==> src/rtl/alu_operand_stage_if.sv <==
// Operand-stage bus: upstream instruction handshake, ALU-side operand handshake
// and the ALU writeback port. The slave modport is the operand stage's view;
// the master modport is the surrounding pipeline (or bench) view.
interface alu_operand_stage_if #(
    parameter int unsigned DATA_WIDTH    = 32,
    parameter int unsigned OPCODE_LENGTH = 5,
    parameter int unsigned ADDR_WIDTH    = 4
);
    // Upstream instruction
    logic                     in_valid;
    logic                     in_ready;
    logic [OPCODE_LENGTH-1:0] in_opcode;
    logic [ADDR_WIDTH-1:0]    in_rs1_addr;
    logic [ADDR_WIDTH-1:0]    in_rs2_addr;
    logic [ADDR_WIDTH-1:0]    in_rd_addr;
    logic                     in_use_imm;
    logic [DATA_WIDTH-1:0]    in_imm;

    // Toward the ALU
    logic                     out_valid;
    logic                     out_ready;
    logic [DATA_WIDTH-1:0]    rs1;
    logic [DATA_WIDTH-1:0]    rs2;
    logic [OPCODE_LENGTH-1:0] Opcode;
    logic [ADDR_WIDTH-1:0]    out_rd_addr;

    // ALU writeback
    logic                     wb_en;
    logic [ADDR_WIDTH-1:0]    wb_addr;
    logic [DATA_WIDTH-1:0]    wb_data;

    modport slave (
        input  in_valid, in_opcode, in_rs1_addr, in_rs2_addr, in_rd_addr, in_use_imm, in_imm,
        input  out_ready, wb_en, wb_addr, wb_data,
        output in_ready, out_valid, rs1, rs2, Opcode, out_rd_addr
    );

    modport master (
        output in_valid, in_opcode, in_rs1_addr, in_rs2_addr, in_rd_addr, in_use_imm, in_imm,
        output out_ready, wb_en, wb_addr, wb_data,
        input  in_ready, out_valid, rs1, rs2, Opcode, out_rd_addr
    );
endinterface

==> src/rtl/alu_operand_stage.sv <==
// ALU operand/issue stage: register file, RAW scoreboard and a one-entry output
// register toward the ALU. Define FWD_BYPASS_EN to forward a same-cycle
// writeback into the operands; otherwise a matching writeback stalls one cycle.
module alu_operand_stage #(
    parameter int unsigned DATA_WIDTH    = 32,
    parameter int unsigned OPCODE_LENGTH = 5,
    parameter int unsigned REG_COUNT     = 16,
    parameter int unsigned ADDR_WIDTH    = 4
) (
    input logic                clk,
    input logic                rst_n,
    alu_operand_stage_if.slave bus
);

    logic [DATA_WIDTH-1:0]    regfile_q [REG_COUNT];
    logic [DATA_WIDTH-1:0]    regfile_d [REG_COUNT];
    logic [REG_COUNT-1:0]     pending_q, pending_d;
    logic                     out_valid_q, out_valid_d;
    logic [DATA_WIDTH-1:0]    rs1_q, rs1_d;
    logic [DATA_WIDTH-1:0]    rs2_q, rs2_d;
    logic [OPCODE_LENGTH-1:0] opcode_q, opcode_d;
    logic [ADDR_WIDTH-1:0]    rd_q, rd_d;

    logic                     wb_active;
    logic                     issue;
    logic                     accept;
    logic                     hazard;
    logic                     in_ready;
    logic [DATA_WIDTH-1:0]    rs1_val, rs2_val;

    // A source is blocked if its result is outstanding in the scoreboard (and not
    // retiring this cycle), or still sitting in the output register.
    function automatic logic src_pending(
        input logic [ADDR_WIDTH-1:0] addr,
        input logic [REG_COUNT-1:0]  pend,
        input logic                  wb_act,
        input logic [ADDR_WIDTH-1:0] wb_a,
        input logic                  inflight,
        input logic [ADDR_WIDTH-1:0] rd
    );
        logic p;
        p = 1'b0;
        if (addr != '0) begin
            p = pend[addr] && !(wb_act && (wb_a == addr));
            p = p || (inflight && (rd == addr));
`ifdef FWD_BYPASS_EN
`else
            // No bypass path: wait for the write to land in the register file.
            p = p || (wb_act && (wb_a == addr));
`endif
        end
        return p;
    endfunction

    // Handshake and hazard detection
    always_comb begin
        wb_active = bus.wb_en && (bus.wb_addr != '0);
        issue     = out_valid_q && bus.out_ready;
        hazard    = src_pending(bus.in_rs1_addr, pending_q, wb_active, bus.wb_addr,
                                out_valid_q, rd_q)
                 || (!bus.in_use_imm &&
                     src_pending(bus.in_rs2_addr, pending_q, wb_active, bus.wb_addr,
                                 out_valid_q, rd_q));
        in_ready  = !hazard && (!out_valid_q || bus.out_ready);
        accept    = bus.in_valid && in_ready;
    end

    // Operand read with r0 hardwired to zero and optional write-first bypass
    always_comb begin
        rs1_val = regfile_q[bus.in_rs1_addr];
        rs2_val = regfile_q[bus.in_rs2_addr];
`ifdef FWD_BYPASS_EN
        if (wb_active && (bus.wb_addr == bus.in_rs1_addr)) rs1_val = bus.wb_data;
        if (wb_active && (bus.wb_addr == bus.in_rs2_addr)) rs2_val = bus.wb_data;
`endif
        if (bus.in_rs1_addr == '0) rs1_val = '0;
        if (bus.in_rs2_addr == '0) rs2_val = '0;
        if (bus.in_use_imm)        rs2_val = bus.in_imm;
    end

    // Output register next state: load on accept, drop valid on issue, else hold
    always_comb begin
        out_valid_d = out_valid_q;
        rs1_d       = rs1_q;
        rs2_d       = rs2_q;
        opcode_d    = opcode_q;
        rd_d        = rd_q;
        if (accept) begin
            out_valid_d = 1'b1;
            rs1_d       = rs1_val;
            rs2_d       = rs2_val;
            opcode_d    = bus.in_opcode;
            rd_d        = bus.in_rd_addr;
        end else if (issue) begin
            out_valid_d = 1'b0;
        end
    end

    // Register file and scoreboard next state; set on issue overrides clear on writeback
    always_comb begin
        pending_d = pending_q;
        for (int i = 0; i < int'(REG_COUNT); i++) begin
            regfile_d[i] = regfile_q[i];
            if (wb_active && (bus.wb_addr == ADDR_WIDTH'(i))) begin
                regfile_d[i] = bus.wb_data;
                pending_d[i] = 1'b0;
            end
        end
        if (issue && (rd_q != '0)) pending_d[rd_q] = 1'b1;
    end

    // State registers, all cleared asynchronously
    always_ff @(posedge clk or negedge rst_n) begin
        if (!rst_n) begin
            for (int i = 0; i < int'(REG_COUNT); i++) regfile_q[i] <= '0;
            pending_q   <= '0;
            out_valid_q <= 1'b0;
            rs1_q       <= '0;
            rs2_q       <= '0;
            opcode_q    <= '0;
            rd_q        <= '0;
        end else begin
            for (int i = 0; i < int'(REG_COUNT); i++) regfile_q[i] <= regfile_d[i];
            pending_q   <= pending_d;
            out_valid_q <= out_valid_d;
            rs1_q       <= rs1_d;
            rs2_q       <= rs2_d;
            opcode_q    <= opcode_d;
            rd_q        <= rd_d;
        end
    end

    assign bus.in_ready    = in_ready;
    assign bus.out_valid   = out_valid_q;
    assign bus.rs1         = rs1_q;
    assign bus.rs2         = rs2_q;
    assign bus.Opcode      = opcode_q;
    assign bus.out_rd_addr = rd_q;

endmodule

==> src/flat_wrapper.sv <==
// flat-port wrapper written by rule: the top's interface ports become plain ports
module alu_operand_stage_flat 
#(
    parameter int unsigned DATA_WIDTH    = 32,
    parameter int unsigned OPCODE_LENGTH = 5,
    parameter int unsigned REG_COUNT     = 16,
    parameter int unsigned ADDR_WIDTH    = 4
)
  (clk, rst_n, bus_in_valid, bus_in_opcode, bus_in_rs1_addr, bus_in_rs2_addr, bus_in_rd_addr, bus_in_use_imm, bus_in_imm, bus_out_ready, bus_wb_en, bus_wb_addr, bus_wb_data, bus_in_ready, bus_out_valid, bus_rs1, bus_rs2, bus_Opcode, bus_out_rd_addr);
  alu_operand_stage_if #(.DATA_WIDTH(DATA_WIDTH), .OPCODE_LENGTH(OPCODE_LENGTH), .ADDR_WIDTH(ADDR_WIDTH)) bus_i ();
  input logic clk;
  input logic rst_n;
  input wire logic [$bits(bus_i.in_valid)-1:0] bus_in_valid;
  input wire logic [$bits(bus_i.in_opcode)-1:0] bus_in_opcode;
  input wire logic [$bits(bus_i.in_rs1_addr)-1:0] bus_in_rs1_addr;
  input wire logic [$bits(bus_i.in_rs2_addr)-1:0] bus_in_rs2_addr;
  input wire logic [$bits(bus_i.in_rd_addr)-1:0] bus_in_rd_addr;
  input wire logic [$bits(bus_i.in_use_imm)-1:0] bus_in_use_imm;
  input wire logic [$bits(bus_i.in_imm)-1:0] bus_in_imm;
  input wire logic [$bits(bus_i.out_ready)-1:0] bus_out_ready;
  input wire logic [$bits(bus_i.wb_en)-1:0] bus_wb_en;
  input wire logic [$bits(bus_i.wb_addr)-1:0] bus_wb_addr;
  input wire logic [$bits(bus_i.wb_data)-1:0] bus_wb_data;
  output wire logic [$bits(bus_i.in_ready)-1:0] bus_in_ready;
  output wire logic [$bits(bus_i.out_valid)-1:0] bus_out_valid;
  output wire logic [$bits(bus_i.rs1)-1:0] bus_rs1;
  output wire logic [$bits(bus_i.rs2)-1:0] bus_rs2;
  output wire logic [$bits(bus_i.Opcode)-1:0] bus_Opcode;
  output wire logic [$bits(bus_i.out_rd_addr)-1:0] bus_out_rd_addr;
  assign bus_i.in_valid = bus_in_valid;
  assign bus_i.in_opcode = bus_in_opcode;
  assign bus_i.in_rs1_addr = bus_in_rs1_addr;
  assign bus_i.in_rs2_addr = bus_in_rs2_addr;
  assign bus_i.in_rd_addr = bus_in_rd_addr;
  assign bus_i.in_use_imm = bus_in_use_imm;
  assign bus_i.in_imm = bus_in_imm;
  assign bus_i.out_ready = bus_out_ready;
  assign bus_i.wb_en = bus_wb_en;
  assign bus_i.wb_addr = bus_wb_addr;
  assign bus_i.wb_data = bus_wb_data;
  assign bus_in_ready = bus_i.in_ready;
  assign bus_out_valid = bus_i.out_valid;
  assign bus_rs1 = bus_i.rs1;
  assign bus_rs2 = bus_i.rs2;
  assign bus_Opcode = bus_i.Opcode;
  assign bus_out_rd_addr = bus_i.out_rd_addr;
  alu_operand_stage #(.DATA_WIDTH(DATA_WIDTH), .OPCODE_LENGTH(OPCODE_LENGTH), .REG_COUNT(REG_COUNT), .ADDR_WIDTH(ADDR_WIDTH)) u_core (.clk(clk), .rst_n(rst_n), .bus(bus_i));
endmodule
==> config.mk <==
export PLATFORM = sky130hd
export DESIGN_NAME = alu_operand_stage_flat
export DESIGN_NICKNAME = d
export VERILOG_FILES = /design/src/rtl/alu_operand_stage_if.sv /design/src/rtl/alu_operand_stage.sv /design/src/flat_wrapper.sv
export SDC_FILE = /design/constraint.sdc
export NUM_CORES = 1
export LEC_CHECK = 0
export ABC_CLOCK_PERIOD_IN_PS = 5450
export CAP_MARGIN = 40
export CORE_MARGIN = 5
export CORE_UTILIZATION = 45
export CTS_CLUSTER_SIZE = 12
export DETAILED_ROUTE_END_ITERATION = 12
export GPL_TIMING_DRIVEN = 0
export PLACE_DENSITY = 0.68
export SKIP_LAST_GASP = 1
export SLEW_MARGIN = 15
export SYNTH_ARGS = -nofsm -noshare
export SYNTH_HDL_FRONTEND = slang
export SYNTH_SLANG_ARGS = --single-unit
==> constraint.sdc <==
create_clock -name clk -period 5.45 [get_ports clk]
set_input_delay 1.635 -clock clk [delete_from_list [all_inputs] [get_ports clk]]
set_output_delay 1.635 -clock clk [all_outputs]
set_load 0.02 [all_outputs]
==> results of run 1 <==
==> metrics by stage <==
step / utilization [%] / hold WS (ps)
floorplan: - / 425
global placement: 49.3 / 442
detailed placement: 50.9 / 455
CTS: 54.2 / 468
global route: 54.3 / 495
finish: 54.3 / 466
==> cells in the mapped netlist (14+ instances only) <==
cell type / n
a211oi_1: 96
dfrtp_1: 602
mux2i_1: 70
a21oi_1: 33
mux2_1: 14
mux2_2: 541
nor2b_1: 66
mux4_2: 261
a22o_1: 32
buf_2: 42
clkbuf_1: 184
o21ai_0: 17
==> timing repair <==
action,4_1_cts,5_1_grt
hold endpoints to repair,0,0
buffers inserted,1,0
pin swaps,1,1
resized for setup,8,5
setup endpoints to repair,1,1
==> registers in the layout, indices dropped and copies added (netlist names) <==
register                count
u_core.bus.out_valid        1
u_core.bus.out_rd_addr      4
u_core.bus.Opcode           5
u_core.regfile_q          512
u_core.pending_q           16
u_core.bus.rs2             32
u_core.bus.rs1             32
==> layer usage <==
layer	up-vias	part of all wire [%]
li1	8536	-
met1	11200	39
met2	1088	47
met3	290	9.0
met4	0	5.0
met5	-	0
==> layout make-up <==
type / instances / area share, %
Clock buffer: 105 / 5.65
Sequential cell: 602 / 40.4
Antenna cell: 3 / 0.0201
Tap cell: 931 / 3.13
Buffer: 240 / 2.61
Clock inverter: 13 / 0.460
Multi-Input combinational cell: 1218 / 40.4
Inverter: 2 / 0.0201
Timing Repair Buffer: 244 / 7.25
==> where the power goes <==
part / internal (uW) / total (uW) / switching (uW)
Combinational: 2480 / 4340 / 1860
Sequential: 5630 / 6430 / 806
Clock: 2840 / 4720 / 1880
==> path summary, 6_finish.rpt <==
kind,endpoint,startpoint,depth (start not counted)
max,bus_in_ready,bus_in_rs2_addr[2],7
min,u_core.pending_q[0],u_core.pending_q[0],1
max reg2reg,u_core.bus.rs1[17],u_core.bus.out_rd_addr[3],8
min reg2reg,u_core.pending_q[0],u_core.pending_q[0],1
max in group asynchronous,u_core.regfile_q[272],rst_n,4
min in group asynchronous,u_core.pending_q[13],rst_n,1
==> cells in the final DEF, fill, tap and decap left out, types with 14 or more instances in the layout <==
cell and n:
clkdlybuf4s50_1 151, a22o_1 32, mux4_2 261, dfrtp_1 602
clkbuf_1 199, mux2_1 14, buf_6 65, clkbuf_16 73
o21ai_0 16, mux2_2 541, nor2b_1 66, a211oi_1 96
buf_8 17, a21oi_1 33, mux2i_1 70, clkbuf_8 16
buf_2 42
==> kinds of logic after synthesis <==
logic type / after synthesis / synth area share, %
buf+inv: 242 / 3.13
mux: 886 / 41.3
xor+xnor: 15 / 0.422
compound gates: 190 / 4.33
simple gates: 127 / 2.42
flops: 602 / 48.4
==> worst max-delay path, stage by stage <==
cell and delay, ps:
clkdlybuf4s50_1 420, clkbuf_4 230, a2111oi_2 410, nor4_2 120, nor4_2 360, and3_1 220, clkdlybuf4s15_2 270
==> flow_metrics.py, run 1 <==
metrics = {
    "sta": {
        "setup_viol": 0,
        "fin_skew_ps": 15.3,
        "finalCritPeriodShare_pct": 97.5,
        "hold_viol": 0,
        "tns_ps": 0,
        "max_freq_mhz": 188,
        "tightest_slew_ps": 954,
        "setup_slack_ps": 135,
        "maxSlewHeadroom_pct": 36.4,
        "timing.final.max_slew_violations": 0,
        "fin_crit_ps": 5310,
        "rsz0062_at_grt": "false",
    },
    "place": {
        "post-place-ws_ps": -611,
        "place_inst": 3229,
        "portBuffers": 154,
        "gp_congestion": 0.877,
        "placed_cell_area_sq_mm": 0.0349,
        "place_hpwl_um": 71100,
    },
    "pwr": {
        "p_total_uw": 15500,
        "p_leak_uw": 0.0153,
        "irDropWorstVdd_mv": 0.236,
        "power.density_mw_per_mm2": 416,
    },
    "setup_path": {
        "rrSetupSlack_ps": 2270,
        "cp-start-kind": "input pin",
        "end_kind": "output pin",
        "crit_arrival_ps": 3680,
        "path_max_fanout": 10,
        "criticalPathCategory": "input pin to output pin",
        "cp.required_ps": 3820,
    },
    "synth": {
        "yosysUniqueCellTypes": 37,
        "synth_top_area_cell": "dfrtp_1",
        "synth-async-reset-ratio_pct": 100,
        "synthesis.area_sq_mm": 0.0311,
        "synthDominantCellAreaShare_pct": 48.4,
        "avgSynthCellArea_sq_um": 15.1,
        "synthesis.nets": 2153,
        "synthTopCellsByArea": "dfrtp_1, mux2_2, mux4_2",
        "yosys_warnings": 0,
        "syn_inst": 2062,
        "synth-seq-area-share_pct": 48.4,
        "synth_flop_cell": "dfrtp_1",
        "synth_edf_count": 0,
        "ys_seq_elements": 602,
    },
    "global_routing": {
        "met3_usage_pct": 6.89,
        "grt_use_met2_pct": 42.0,
        "gr-usage-all-layers_pct": 26.8,
        "busiest_layer": "met2",
        "grt_pass1_wl_um": 149000,
        "use_met1_pct": 35.5,
        "grt_pass1_vias": 22400,
        "grt_max_degree": 110,
        "overflow": 0,
        "antenna_found_initial": 2,
    },
    "clock_tree": {
        "cts_tree": "yes",
        "clockBufferDepth": 3,
        "clkTransAtPathRegs_ps": 60,
        "clockRootBuffer": "clkbuf_16",
        "ctsHoldBuffers": 0,
        "cts_max_level": 3,
        "cts_buffers": 69,
        "clk_latency_ps": 610,
        "cts.sinks": 602,
    },
    "finish": {
        "regArea_sq_mm": 0.0151,
        "syn_to_final_growth_pct": 19.9,
        "multi_input_area_sq_mm": 0.0151,
        "fillerInstances": 5456,
        "fin_nets": 2468,
        "fin_cells": 3358,
        "fin_area_sq_mm": 0.0373,
        "drive_gt1_share_pct": 43.3,
    },
    "routing": {
        "wire_per_inst_um": 29.8,
        "vias": 21100,
        "antenna_left": 0,
        "drt_iter0_drc": 1920,
        "vias_per_cell": 6.28,
        "post-route-drc-count": 0,
        "wl_um": 100000,
        "dr.pass1.iters": 5,
    },
    "floorplanning": {
        "die_w_um": 273,
        "die_area_sq_mm": 0.0745,
        "core.rowCount": 96,
        "io_pins": 166,
        "start_util_pct": 45.3,
        "chipHeight_um": 273,
        "core-area_sq_mm": 0.0686,
    },
    "hold_path": {
        "hp-class": "register to register",
    },
    "job": {
        "cap_viol_max_count": 0,
    },
    "run_status": {
        "outcome": "completed",
    },
}
Note: power is estimated with default switching activity, not from simulation.
==> inputs of run 2 (changes only) <==
--- a/config.mk
+++ b/config.mk
@@ -7,7 +7,7 @@
 export LEC_CHECK = 0
 export ABC_CLOCK_PERIOD_IN_PS = 5450
 export CAP_MARGIN = 40
-export CORE_MARGIN = 5
+export CORE_MARGIN = 4
 export CORE_UTILIZATION = 45
 export CTS_CLUSTER_SIZE = 12
 export DETAILED_ROUTE_END_ITERATION = 12
==> flow_metrics.py, run 2 (synthesis results as in run 1) <==
metrics = {
    "run_status": {
        "outcome": "completed",
    },
    "sta": {
        "maxSlewHeadroom_pct": 38.3,
        "setup_viol": 0,
        "tns_ps": 0,
        "tightest_slew_ps": 925,
        "timing.final.max_slew_violations": 0,
        "hold_viol": 0,
        "fin_skew_ps": 24.9,
        "finalCritPeriodShare_pct": 98.9,
        "fin_crit_ps": 5390,
        "max_freq_mhz": 185,
        "rsz0062_at_grt": "false",
    },
    "global_routing": {
        "gr-usage-all-layers_pct": 27.1,
        "overflow": 0,
        "antenna_found_initial": 3,
        "grt_pass1_vias": 22200,
        "grt_max_degree": 110,
        "grt_pass1_wl_um": 148000,
    },
    "setup_path": {
        "crit_buf_inv": 3,
        "slowest_stage": "clkdlybuf4s50_1",
        "rrSetupSlack_ps": 2310,
        "cp.depth": 8,
        "rr_worst_depth": 9,
        "path_max_fanout": 10,
        "end_kind": "output pin",
        "reg2reg_from": "u_core.bus.out_rd_addr[0]",
        "cp_top_family": "buffers and inverters",
        "crit_chain": "clkdlybuf4s50_1 -> clkbuf_2 -> nand2b_1 -> o22ai_1 -> nor4_1 -> nor4_2 -> and3_1 -> clkdlybuf4s15_2",
        "r2r_end": "u_core.bus.rs1[14]",
        "cp.required_ps": 3820,
        "cp-start-kind": "input pin",
        "criticalPathCategory": "input pin to output pin",
        "max_stage_delay_ps": 500,
        "crit_arrival_ps": 3760,
    },
    "routing": {
        "drt_iter0_drc": 2069,
        "vias": 21100,
        "antenna_left": 0,
        "vias_per_cell": 6.30,
        "post-route-drc-count": 0,
        "dr.pass1.iters": 5,
        "wire_per_inst_um": 29.7,
        "wl_um": 99500,
    },
    "floorplanning": {
        "core-area_sq_mm": 0.0686,
        "die_w_um": 271,
        "core.rowCount": 96,
        "io_pins": 166,
        "die_area_sq_mm": 0.0734,
        "start_util_pct": 45.3,
        "chipHeight_um": 271,
    },
    "pwr": {
        "p_total_uw": 15200,
        "clkPwrFrac_pct": 29.5,
        "p_leak_uw": 0.0153,
        "seqPwrFrac_pct": 42.2,
        "p_int_uw": 10700,
        "p_comb_share_pct": 28.4,
        "power.density_mw_per_mm2": 410,
        "irDropWorstVdd_mv": 0.235,
        "power.share.switching_pct": 29.7,
        "power_switching_uw": 4520,
    },
    "finish": {
        "final_core_util_pct": 54.2,
        "fin_cells": 3357,
        "syn_to_final_growth_pct": 19.5,
        "drive_gt1_share_pct": 43.2,
        "regMostFlops": "u_core.regfile_q",
        "diodes": 0,
        "largest_reg_flops": 512,
        "layout_commonest_cell": "dfrtp_1",
        "layout_common_cells": "dfrtp_1, mux2_2, mux4_2",
        "fin_area_sq_mm": 0.0371,
        "fin_nets": 2470,
    },
    "hold_path": {
        "holdPathEnd": "u_core.pending_q[0]",
        "hp-class": "register to register",
        "worstHoldStart": "u_core.pending_q[0]",
        "whs_path_depth": 1,
    },
    "job": {
        "cap_viol_max_count": 0,
    },
    "place": {
        "placed_cell_area_sq_mm": 0.0349,
        "portBuffers": 154,
        "place_hpwl_um": 71300,
        "gp_congestion": 0.860,
        "place_inst": 3229,
    },
    "clock_tree": {
        "cts_buffers": 68,
        "clockRootBuffer": "clkbuf_16",
        "clockBufferDepth": 3,
        "clkTransAtPathRegs_ps": 50,
        "cts_max_level": 3,
        "cts.sinks": 602,
        "cts_tree": "yes",
        "clk_latency_ps": 620,
    },
}
## run 2: changes by cell type in the layout (fill, tap and decap cells not counted), sizes merged
cell      delta
bufinv       -2
clkinvlp     +1
clkinv       +2
buf          +3
diode        -3
clkbuf       -6
inv          +4
## run 2: power groups by stage
stage          clock [uW]  sequential, uW  combinational, uW
3_5_place_dp            0            6460               4310
3_3_place_gp            0            6380               4160
6_report             4500            6430               4320
4_1_cts              4580            6390               4340
5_1_grt              4750            6560               4610
2_1_floorplan           0            6550               2560
## run 2: worst max path at each step
stage	start	end
after global placement	rst_n	u_core.bus.rs2[16]
after CTS	bus_in_rs1_addr[0]	bus_in_ready
after detailed placement	bus_in_rs1_addr[0]	bus_in_ready
after global routing	bus_in_rs2_addr[2]	bus_in_ready
after floorplan	bus_in_rs2_addr[1]	bus_in_ready
final	bus_in_rs2_addr[2]	bus_in_ready
## run 2: worst reg2reg max path, delay by kind of cell (launching register included)
family	cells	cell delay (ps)
AOI/OAI and AO/OA	1	50
xor gates and xnor gates	1	140
buffers and inverters	3	1110
DFF	1	350
muxes	1	380
and+or+nand+nor	3	980
## run 2: layout make-up
cell class                      count  area, sq um
Multi-Input combinational cell   1218        15100
Buffer                            240          970
Clock buffer                       99         1980
Clock inverter                     18          171
Timing Repair Buffer              247         2730
Inverter                            2         7.51
Fill cell                        5492        31400
Tap cell                          931         1160
Sequential cell                   602        15100
## run 2: what timing repair did
action / CTS / global route
setup endpoints to repair: 1 / 1
hold buffers: 0 / 0
gates resized for setup: 8 / 0
pin swaps: 1 / 1
buffers inserted: 1 / 0
## run 2: through the flow
stage	setup slack, ps	hold WS (ps)
after floorplan	765	425
after global placement	-23590	445
after detailed placement	-602	447
after CTS	19.4	463
after global routing	0.0995	491
final	59.1	471
## run 2: per-layer routing
layer,share of wire [%],vias to the layer above,GRT usage (%)
li1,-,8542,-
met1,39,11200,36.2
met2,47,1119,42.5
met3,9.0,244,6.56
met4,4.5,2,11.9
met5,0.013,-,0
